==> src/rtl/dp_pkg.sv <==
`default_nettype none
// ============================================================================
// Module   : dp_pkg
// Brief    : Shared constants and types for the datapath operand driver.
// Revision : 1.0  initial release
// ============================================================================
package dp_pkg;

  // Default operand width of the attached datapath
  localparam int DP_DATAW = 8;

  // Deepest datapath register latency the driver is built to track
  localparam int LAT_MAX = 4;

  // One captured datapath result: combinational z and registered x
  typedef struct packed {
    logic [DP_DATAW-1:0]   z;
    logic [2*DP_DATAW-1:0] x;
  } dp_result_t;

  // One signed operand triple as presented by the host
  typedef struct packed {
    logic [DP_DATAW-1:0] a;
    logic [DP_DATAW-1:0] b;
    logic [DP_DATAW-1:0] c;
  } dp_operands_t;

endpackage
`default_nettype wire

==> src/rtl/dp_sync_fifo.sv <==
`default_nettype none
// ============================================================================
// Module   : dp_sync_fifo
// Brief    : Synchronous first-word-fall-through FIFO with occupancy count.
//            The head entry is visible on head whenever empty is low.
// Revision : 1.0  initial release
// ============================================================================
module dp_sync_fifo
  import dp_pkg::*;
#(
  parameter  int DEPTH = 4,
  parameter  int WIDTH = 3 * DP_DATAW,
  localparam int AW    = $clog2(DEPTH),
  localparam int CW    = AW + 1
) (
  input  logic             clk,
  input  logic             rst_n,
  input  logic             push,
  input  logic [WIDTH-1:0] push_data,
  input  logic             pop,
  output logic [WIDTH-1:0] head,
  output logic             empty,
  output logic [CW-1:0]    count
);

  logic [WIDTH-1:0] r_mem [DEPTH];
  logic [AW-1:0]    r_wptr;
  logic [AW-1:0]    r_rptr;
  logic [CW-1:0]    r_count;
  logic             w_full;
  logic             w_push_ok;
  logic             w_pop_ok;

  assign w_full    = (r_count == CW'(DEPTH));
  assign empty     = (r_count == '0);
  // A push into a full FIFO is only legal when the head leaves the same cycle
  assign w_push_ok = push && (!w_full || pop);
  assign w_pop_ok  = pop && !empty;
  assign head      = r_mem[r_rptr];
  assign count     = r_count;

  // Storage, pointers (wrap naturally at the power-of-two depth) and occupancy
  always_ff @(posedge clk or negedge rst_n) begin
    if (!rst_n) begin
      for (int i = 0; i < DEPTH; i++) r_mem[i] <= '0;
      r_wptr  <= '0;
      r_rptr  <= '0;
      r_count <= '0;
    end else begin
      if (w_push_ok) begin
        r_mem[r_wptr] <= push_data;
        r_wptr        <= r_wptr + 1'b1;
      end
      if (w_pop_ok) r_rptr <= r_rptr + 1'b1;
      r_count <= r_count + CW'(w_push_ok) - CW'(w_pop_ok);
    end
  end

endmodule
`default_nettype wire

==> src/rtl/dp_operand_driver.sv <==
`default_nettype none
// ============================================================================
// Module   : dp_operand_driver
// Brief    : Host front end for a generated datapath. Registers operand
//            triples onto dp_a/b/c, follows each one through the datapath
//            latency with a valid-tag shift register, captures the aligned
//            {z, x} pair into a result FIFO and returns results in order.
//            Optional: DP_SELF_CHECK_EN adds a sticky chk_err output that
//            flags any captured x not matching a*c - (a+b).
// Revision : 1.0  initial release
// ============================================================================
module dp_operand_driver
  import dp_pkg::*;
#(
  parameter int DATAW      = DP_DATAW,
  parameter int LAT        = 1,
  parameter int RESQ_DEPTH = 4
) (
  input  logic               clk,
  input  logic               rst_n,
  input  logic               in_valid,
  output logic               in_ready,
  input  logic [DATAW-1:0]   in_a,
  input  logic [DATAW-1:0]   in_b,
  input  logic [DATAW-1:0]   in_c,
  output logic [DATAW-1:0]   dp_a,
  output logic [DATAW-1:0]   dp_b,
  output logic [DATAW-1:0]   dp_c,
  input  logic [DATAW-1:0]   dp_z,
  input  logic [2*DATAW-1:0] dp_x,
  output logic               out_valid,
  input  logic               out_ready,
  output logic [DATAW-1:0]   out_z,
  output logic [2*DATAW-1:0] out_x,
  output logic               busy
`ifdef DP_SELF_CHECK_EN
  ,
  output logic               chk_err
`endif
);

  localparam int c_RW  = 3 * DATAW;                 // {z, x}
  localparam int c_FCW = $clog2(RESQ_DEPTH) + 1;    // FIFO count width
  localparam int c_IFW = $clog2(LAT_MAX + 2);       // up to LAT+1 in flight
  localparam int c_SW  = c_FCW + c_IFW;             // reserved-slot sum

  logic              w_accept;
  logic              w_push;
  logic              w_pop;
  logic              w_empty;
  logic [c_FCW-1:0]  w_fifo_count;
  logic [c_RW-1:0]   w_head;
  logic [c_SW-1:0]   w_reserved;
  logic              r_init;
  logic [LAT:0]      r_tag;
  logic [c_IFW-1:0]  r_inflight;
  logic [DATAW-1:0]  r_zpipe [1:LAT];
  logic [c_RW-1:0]   r_last;

  assign w_accept = in_valid && in_ready;
  // The tag reaching stage LAT means dp_x now belongs to that triple
  assign w_push   = r_tag[LAT];
  assign w_pop    = out_valid && out_ready;

  // Every accepted triple owns a FIFO slot from accept until pop; both counts
  // are registered, so out_ready never reaches in_ready combinationally.
  assign w_reserved = c_SW'(w_fifo_count) + c_SW'(r_inflight);
  assign in_ready   = r_init && (w_reserved < c_SW'(RESQ_DEPTH));

  assign out_valid = !w_empty;
  assign busy      = (r_inflight != '0) || !w_empty;
  // With the FIFO empty the last popped result stays on the output
  assign out_z     = w_empty ? r_last[c_RW-1 -: DATAW] : w_head[c_RW-1 -: DATAW];
  assign out_x     = w_empty ? r_last[2*DATAW-1:0]     : w_head[2*DATAW-1:0];

  // Operand registers: load on accept, otherwise hold
  always_ff @(posedge clk or negedge rst_n) begin
    if (!rst_n) begin
      dp_a <= '0;
      dp_b <= '0;
      dp_c <= '0;
    end else if (w_accept) begin
      dp_a <= in_a;
      dp_b <= in_b;
      dp_c <= in_c;
    end
  end

  // Valid-tag shift register, in-flight count and post-reset ready enable
  always_ff @(posedge clk or negedge rst_n) begin
    if (!rst_n) begin
      r_init     <= 1'b0;
      r_tag      <= '0;
      r_inflight <= '0;
    end else begin
      r_init     <= 1'b1;
      r_tag      <= {r_tag[LAT-1:0], w_accept};
      r_inflight <= r_inflight + c_IFW'(w_accept) - c_IFW'(w_push);
    end
  end

  // dp_z is valid while the tag sits at stage 0; carry it alongside the tag
  always_ff @(posedge clk or negedge rst_n) begin
    if (!rst_n) begin
      for (int k = 1; k <= LAT; k++) r_zpipe[k] <= '0;
    end else begin
      r_zpipe[1] <= dp_z;
      for (int k = 2; k <= LAT; k++) r_zpipe[k] <= r_zpipe[k-1];
    end
  end

  // Remember the head as it leaves so the outputs hold when the FIFO drains
  always_ff @(posedge clk or negedge rst_n) begin
    if (!rst_n)     r_last <= '0;
    else if (w_pop) r_last <= w_head;
  end

  dp_sync_fifo #(
    .DEPTH (RESQ_DEPTH),
    .WIDTH (c_RW)
  ) u_resq (
    .clk       (clk),
    .rst_n     (rst_n),
    .push      (w_push),
    .push_data ({r_zpipe[LAT], dp_x}),
    .pop       (w_pop),
    .head      (w_head),
    .empty     (w_empty),
    .count     (w_fifo_count)
  );

`ifdef DP_SELF_CHECK_EN
  logic [DATAW-1:0]   w_sum;
  logic [2*DATAW-1:0] w_prod;
  logic [2*DATAW-1:0] w_xexp;
  logic [2*DATAW-1:0] r_xpipe [1:LAT];

  // Expected x from the operands currently on the datapath ports
  assign w_sum  = dp_a + dp_b;
  assign w_prod = {{DATAW{1'b0}}, dp_a} * {{DATAW{1'b0}}, dp_c};
  assign w_xexp = w_prod - {{DATAW{1'b0}}, w_sum};

  // Carry expected x with the tag, then latch any mismatch at capture
  always_ff @(posedge clk or negedge rst_n) begin
    if (!rst_n) begin
      for (int k = 1; k <= LAT; k++) r_xpipe[k] <= '0;
      chk_err <= 1'b0;
    end else begin
      r_xpipe[1] <= w_xexp;
      for (int k = 2; k <= LAT; k++) r_xpipe[k] <= r_xpipe[k-1];
      if (w_push && (dp_x != r_xpipe[LAT])) chk_err <= 1'b1;
    end
  end
`endif

endmodule
`default_nettype wire

==> config.mk <==
export PLATFORM = sky130hd
export DESIGN_NAME = dp_operand_driver
export DESIGN_NICKNAME = d
export VERILOG_FILES = /design/src/rtl/dp_pkg.sv /design/src/rtl/dp_sync_fifo.sv /design/src/rtl/dp_operand_driver.sv
export SDC_FILE = /design/constraint.sdc
export NUM_CORES = 1
export LEC_CHECK = 0
export CAP_MARGIN = 40
export CORE_MARGIN = 1.5
export CORE_UTILIZATION = 51
export DETAILED_ROUTE_END_ITERATION = 10
export PLACE_DENSITY = 0.75
export SLEW_MARGIN = 20
export SYNTH_ARGS = -nofsm -noshare
export SYNTH_HDL_FRONTEND = slang
export SYNTH_SLANG_ARGS = --single-unit
==> constraint.sdc <==
create_clock -name clk -period 4.6 [get_ports clk]
set_input_delay 0.92 -clock clk [delete_from_list [all_inputs] [get_ports clk]]
set_output_delay 0.92 -clock clk [all_outputs]
set_load 0.01 [all_outputs]
==> results.toml, run 1 <==
[yosys]
ys_top_cells_by_count = "dfrtp_1, mux2_2, mux4_2"
avgSynthCellArea_sq_um = 17.0
yosysTopAreaCell = "dfrtp_1"
synthArstFlopShare_pct = 100
syn_nets = 492
netlist_instances = 428
yosysMostFrequentCell = "dfrtp_1"
synth_flop_cell = "dfrtp_1"
synth_cell_types = 24
yosys_warnings = 0
synth_area_sq_um = 7260
synthTopCellsByArea = "dfrtp_1, mux2_2, mux4_2"
synth_top_area_share_pct = 56.9
ys_ff_latch = 165
yosysSeqAreaShare_pct = 56.9
synth_edf_count = 0

[grt]
grt_pass1_vias = 4358
gr-total-overflow = 0
grt_max_degree = 94
track_usage_pct = 20.0
antenna_found_initial = 0
grt_pass1_wl_microns = 22400

[cells_and_area]
multi_input_area_sq_um = 2880
drive_above_1_share_pct = 42.9
fill_cells = 1003
n_antenna_cell = 0
final_nets = 596
regArea_sq_um = 4130
area_growth_pct = 23.0

[critical_path]
timing.rr.start = "u_resq.count[1]"
endpoint_kind = "output pin"
crit_path_end = "out_x[4]"
ff2ff_setup_slack_ps = 1760
worst-endpoint-arrival_ps = 2770
slowest_delay_ps = 890
rr_endpoint = "u_resq.count[2]"
cp_cell_sequence = "buf_4, mux4_2, mux2_2, clkdlybuf4s50_1"
cp-start-kind = "register"
crit_type = "reg2out"
crit_fanout = 16
reg2reg_depth = 9
crit_slowest_cell = "dfrtp_1"
critPathLaunch = "u_resq.r_rptr[1]"
critical_path_required_ps = 3680

[clocking]
htree_levels = 4
cts_hold_buf = 0
cts_buffers = 17
post-cts-setup-buffers = 0
clock_sinks = 165
clk_path_buf_depth = 2
cts_tree = "yes"
cts.repair.resized = 0
clkTransAtPathRegs_ps = 60
clk_latency_ps = 420
cts_root_buffer = "clkbuf_16"

[timing]
setup_tns_ps = 0
fin_ws_ps = 906
setup_viol = 0
fin_crit_sh_pct = 80.3
worstMarginPinSlew_ps = 842
hold_viol_final = 0
finClkSkew_ps = 6.26
fmax_mhz = 271
drv_slew = 0
slew_headroom_pct = 43.9
period_minus_slack_ps = 3690
rsz0062_at_grt = "no"

[floorplan]
start_util_pct = 52.3
die_y_microns = 122
core_sq_um = 13900
die_width_microns = 122
rows = 43
dieArea_sq_um = 15000
ios = 103

[power_and_ir_drop]
total_power_mw = 6.43
peakVddDrop_v = 0.000335
p_per_area_nw_per_um2 = 720
leakagePower_nw = 4.07

[placed_design]
pre_cts_slack_ps = 1280
gp_congestion = 0.725
portBuffers = 102
hpwl_microns = 8630

[detailed_routing]
route.detailed.drc = 0
wl_microns = 13500
drt-wirelength-per-cell_microns = 18.7
drt-vias-per-instance = 5.40
via_count = 3914
dr.pass1.iters = 4
postRouteAntennaNets = 0
drt_iter0_drc = 212

[min_path]
worst_hold_startpoint = "r_tag[0]"
hold_class = "reg2reg"

[run_status]
status = "finished, final reports clean"

[job]
maxCapViolCount = 0
[layout make-up]
| cell class | count | area share, % |
|---|---|---|
| flip-flops and latches | 165 | 46.3 |
| multi-input cells | 227 | 32.2 |
| repair buffers | 109 | 12.4 |
| clock buffers | 21 | 5.16 |
| well taps | 180 | 2.52 |
| clock inverters | 11 | 0.939 |
| inverters | 12 | 0.504 |
[state kept, by name (all words and copies together), names as in the netlist]
signal	flops
r_last	24
dp_b	8
r_init	1
r_tag	2
r_zpipe	8
r_inflight	3
u_resq.r_wptr	2
dp_c	8
u_resq.count	3
u_resq.r_mem	96
u_resq.r_rptr	2
dp_a	8
[layer usage]
metal	up-vias	global-route usage, %	wire (microns)
met1	2059	26.0	6090
met4	0	6.98	170
met5	-	0	0
met3	13	6.51	713
met2	90	31.6	6550
li1	1752	-	-
[layout by cell type, fill, tap and decap left out, types with 2 or more instances in the layout]
| master | instances |
|---|---|
| xnor2_1 | 5 |
| fa_1 | 2 |
| clkinv_2 | 9 |
| nand3_1 | 3 |
| clkbuf_8 | 2 |
| clkbuf_1 | 2 |
| inv_1 | 12 |
| xor2_1 | 2 |
| buf_4 | 5 |
| mux2_2 | 148 |
| ha_1 | 10 |
| dfrtp_1 | 164 |
| clkdlybuf4s50_1 | 101 |
| mux2_1 | 3 |
| nand3_4 | 4 |
| clkbuf_16 | 17 |
| mux2_4 | 18 |
| mux4_2 | 24 |
[worst min path at each step]
| stage | to | cells past startpoint |
|---|---|---|
| 4_1_cts | r_tag[1] | 0 |
| 2_1_floorplan | r_tag[1] | 0 |
| 3_5_place_dp | r_tag[1] | 0 |
| 3_3_place_gp | r_tag[1] | 0 |
| 5_1_grt | r_tag[1] | 0 |
| 6_report | r_tag[1] | 0 |
[worst max-delay path: cells and delay by family (launching register included)]
kind	cells	cell delay [ps]
multiplexers	2	640
buffers and inverters	2	830
flip-flops	1	890
[where the power goes]
part | internal (mW) | switching (mW) | total [mW]
registers | 2.07 | 0.387 | 2.46
logic | 1.71 | 0.941 | 2.65
clock network | 0.765 | 0.553 | 1.32
[per-stage QoR]
step	cell area, sq um	cells	utilization [%]	hold slack, ps
4_1_cts	8900	724	64.1	356
5_1_grt	8930	725	64.3	371
6_report	8930	725	64.3	357
3_5_place_dp	8360	692	60.2	342
3_3_place_gp	8340	691	60.1	335
2_1_floorplan	7260	428	-	331
[logic make-up after synthesis]
family,after synthesis,share of synthesized area (%)
xor gates and xnor gates,7,0.845
adders and majority gates,12,2.28
buffers and inverters,36,3.48
DFF,165,56.9
muxes,193,34.6
other,1,0.0517
and+or+nand+nor,14,1.88
Power figures use the tool's default switching activity.
==> run 2: changes to the inputs <==
clock period = 3.48 ns   (was 4.6 ns; I/O delays follow)
==> run 2 against run 1 <==
Net effect: clock skew about the same; clock power increased by 33%; sequential power increased by 30%; worst setup slack got worse by 660 ps; critical path type unchanged; global-route usage increased by 0.21 points.
==> results.toml, run 2 (synthesis gave the netlist of run 1 again) <==
[grt]
grt_pass1_vias = 4448
grt_max_degree = 81
antenna_found_initial = 0
grt_pass1_wl_microns = 22400
gr-total-overflow = 0
track_usage_pct = 20.2

[timing]
fmax_mhz = 310
fin_crit_sh_pct = 92.8
whs_ps = 276
finClkSkew_ps = 6.36
drv_slew = 0
hold_viol_final = 0
setup_tns_ps = 0
rsz0062_at_grt = "no"
slew_headroom_pct = 57.7
worstMarginPinSlew_ps = 635
period_minus_slack_ps = 3230
setup_viol = 0

[cells_and_area]
top_regs = "u_resq.r_mem x96, r_last x24"
drive_above_1_share_pct = 42.5
layout_commonest_cell = "dfrtp_1"
area_growth_pct = 23.1
top_register = "u_resq.r_mem"
largest_register_ff_count = 96
n_antenna_cell = 0
final_cell_mix = "dfrtp_1, mux2_2, clkdlybuf4s50_1"
final_nets = 597

[clocking]
htree_levels = 4
clkTransAtPathRegs_ps = 60
cts_buffers = 17
clk_latency_ps = 420
clk_path_buf_depth = 2
cts_tree = "yes"
cts_hold_buf = 0
cts.repair.resized = 0
post-cts-setup-buffers = 0
clock_sinks = 165
cts_root_buffer = "clkbuf_16"

[critical_path]
cp-start-kind = "register"
worst-endpoint-arrival_ps = 2530
slowest_delay_ps = 530
crit_fanout = 23
critical_path_required_ps = 2780
cp_cell_sequence = "or3_1, buf_4, mux2_2, clkdlybuf4s50_1"
reg2reg_depth = 10
crit_slowest_cell = "or3_1"
crit_type = "reg2out"
endpoint_kind = "output pin"

[power_and_ir_drop]
peakVddDrop_v = 0.000510
p_per_area_nw_per_um2 = 953
leakagePower_nw = 4.07

[detailed_routing]
drt-vias-per-instance = 5.40
postRouteAntennaNets = 0
route.detailed.drc = 0
wl_microns = 13500
via_count = 3911
dr.pass1.iters = 4
drt-wirelength-per-cell_microns = 18.6
drt_iter0_drc = 163

[job]
maxCapViolCount = 0

[placed_design]
portBuffers = 102
hpwl_microns = 8620
gp_congestion = 0.752

[floorplan]
dieArea_sq_um = 15000
die_width_microns = 122
die_y_microns = 122
ios = 103
start_util_pct = 52.3
core_sq_um = 13900
rows = 43

[min_path]
hold_class = "in2async"

[run_status]
status = "finished, final reports clean"
run 2: where the power goes:
| group | total [mW] | switching (mW) | internal (mW) |
|---|---|---|---|
| combinational | 3.57 | 1.31 | 2.26 |
| clock | 1.75 | 0.679 | 1.07 |
| sequential | 3.20 | 0.460 | 2.74 |
run 2: cell type report:
cell class,count,area (sq um)
tap,180,225
timing repair buffer,110,1110
clock buffer,26,509
sequential,165,4130
inverter,12,45.0
multi-input combinational,227,2880
clock inverter,4,45.0
fill,996,4940
run 2: layer usage:
metal | vias to the layer above | wire (microns) | global-route usage [%]
li1 | 1748 | - | -
met1 | 2051 | 5570 | 23.9
met2 | 92 | 6950 | 34.2
met3 | 20 | 752 | 6.23
met4 | 0 | 221 | 8.21
met5 | - | 0 | 0
run 2: path summary, 6_finish.rpt:
| check | slack (ps) | from | endpoint |
|---|---|---|---|
| setup / recovery | 250 | u_resq.count[1] | out_z[4] |
| hold / removal | 280 | rst_n | r_zpipe[1] |
| setup reg to reg | 730 | u_resq.count[1] | u_resq.count[2] |
| hold reg to reg | 350 | r_tag[0] | r_tag[1] |
| max in group asynchronous | 2340 | rst_n | u_resq.r_rptr[0] |
| min in group clk | 350 | r_tag[0] | r_tag[1] |
run 2: stage by stage:
stage	std cells	utilization [%]	setup slack (ps)	cell area, sq um	power (mW)
floorplan	428	-	897	7260	5.45
global placement	694	60.4	634	8390	6.65
detailed placement	694	60.4	561	8390	6.84
CTS	724	64.4	221	8940	8.62
global route	724	64.4	163	8940	9.04
finish	724	64.4	250	8940	8.52
run 2: worst max-delay path, delay by kind of cell (launching register included):
family,cells,cell delay [ps]
buffers and inverters,2,830
muxes,1,290
DFF,1,450
and+or+nand+nor,1,530
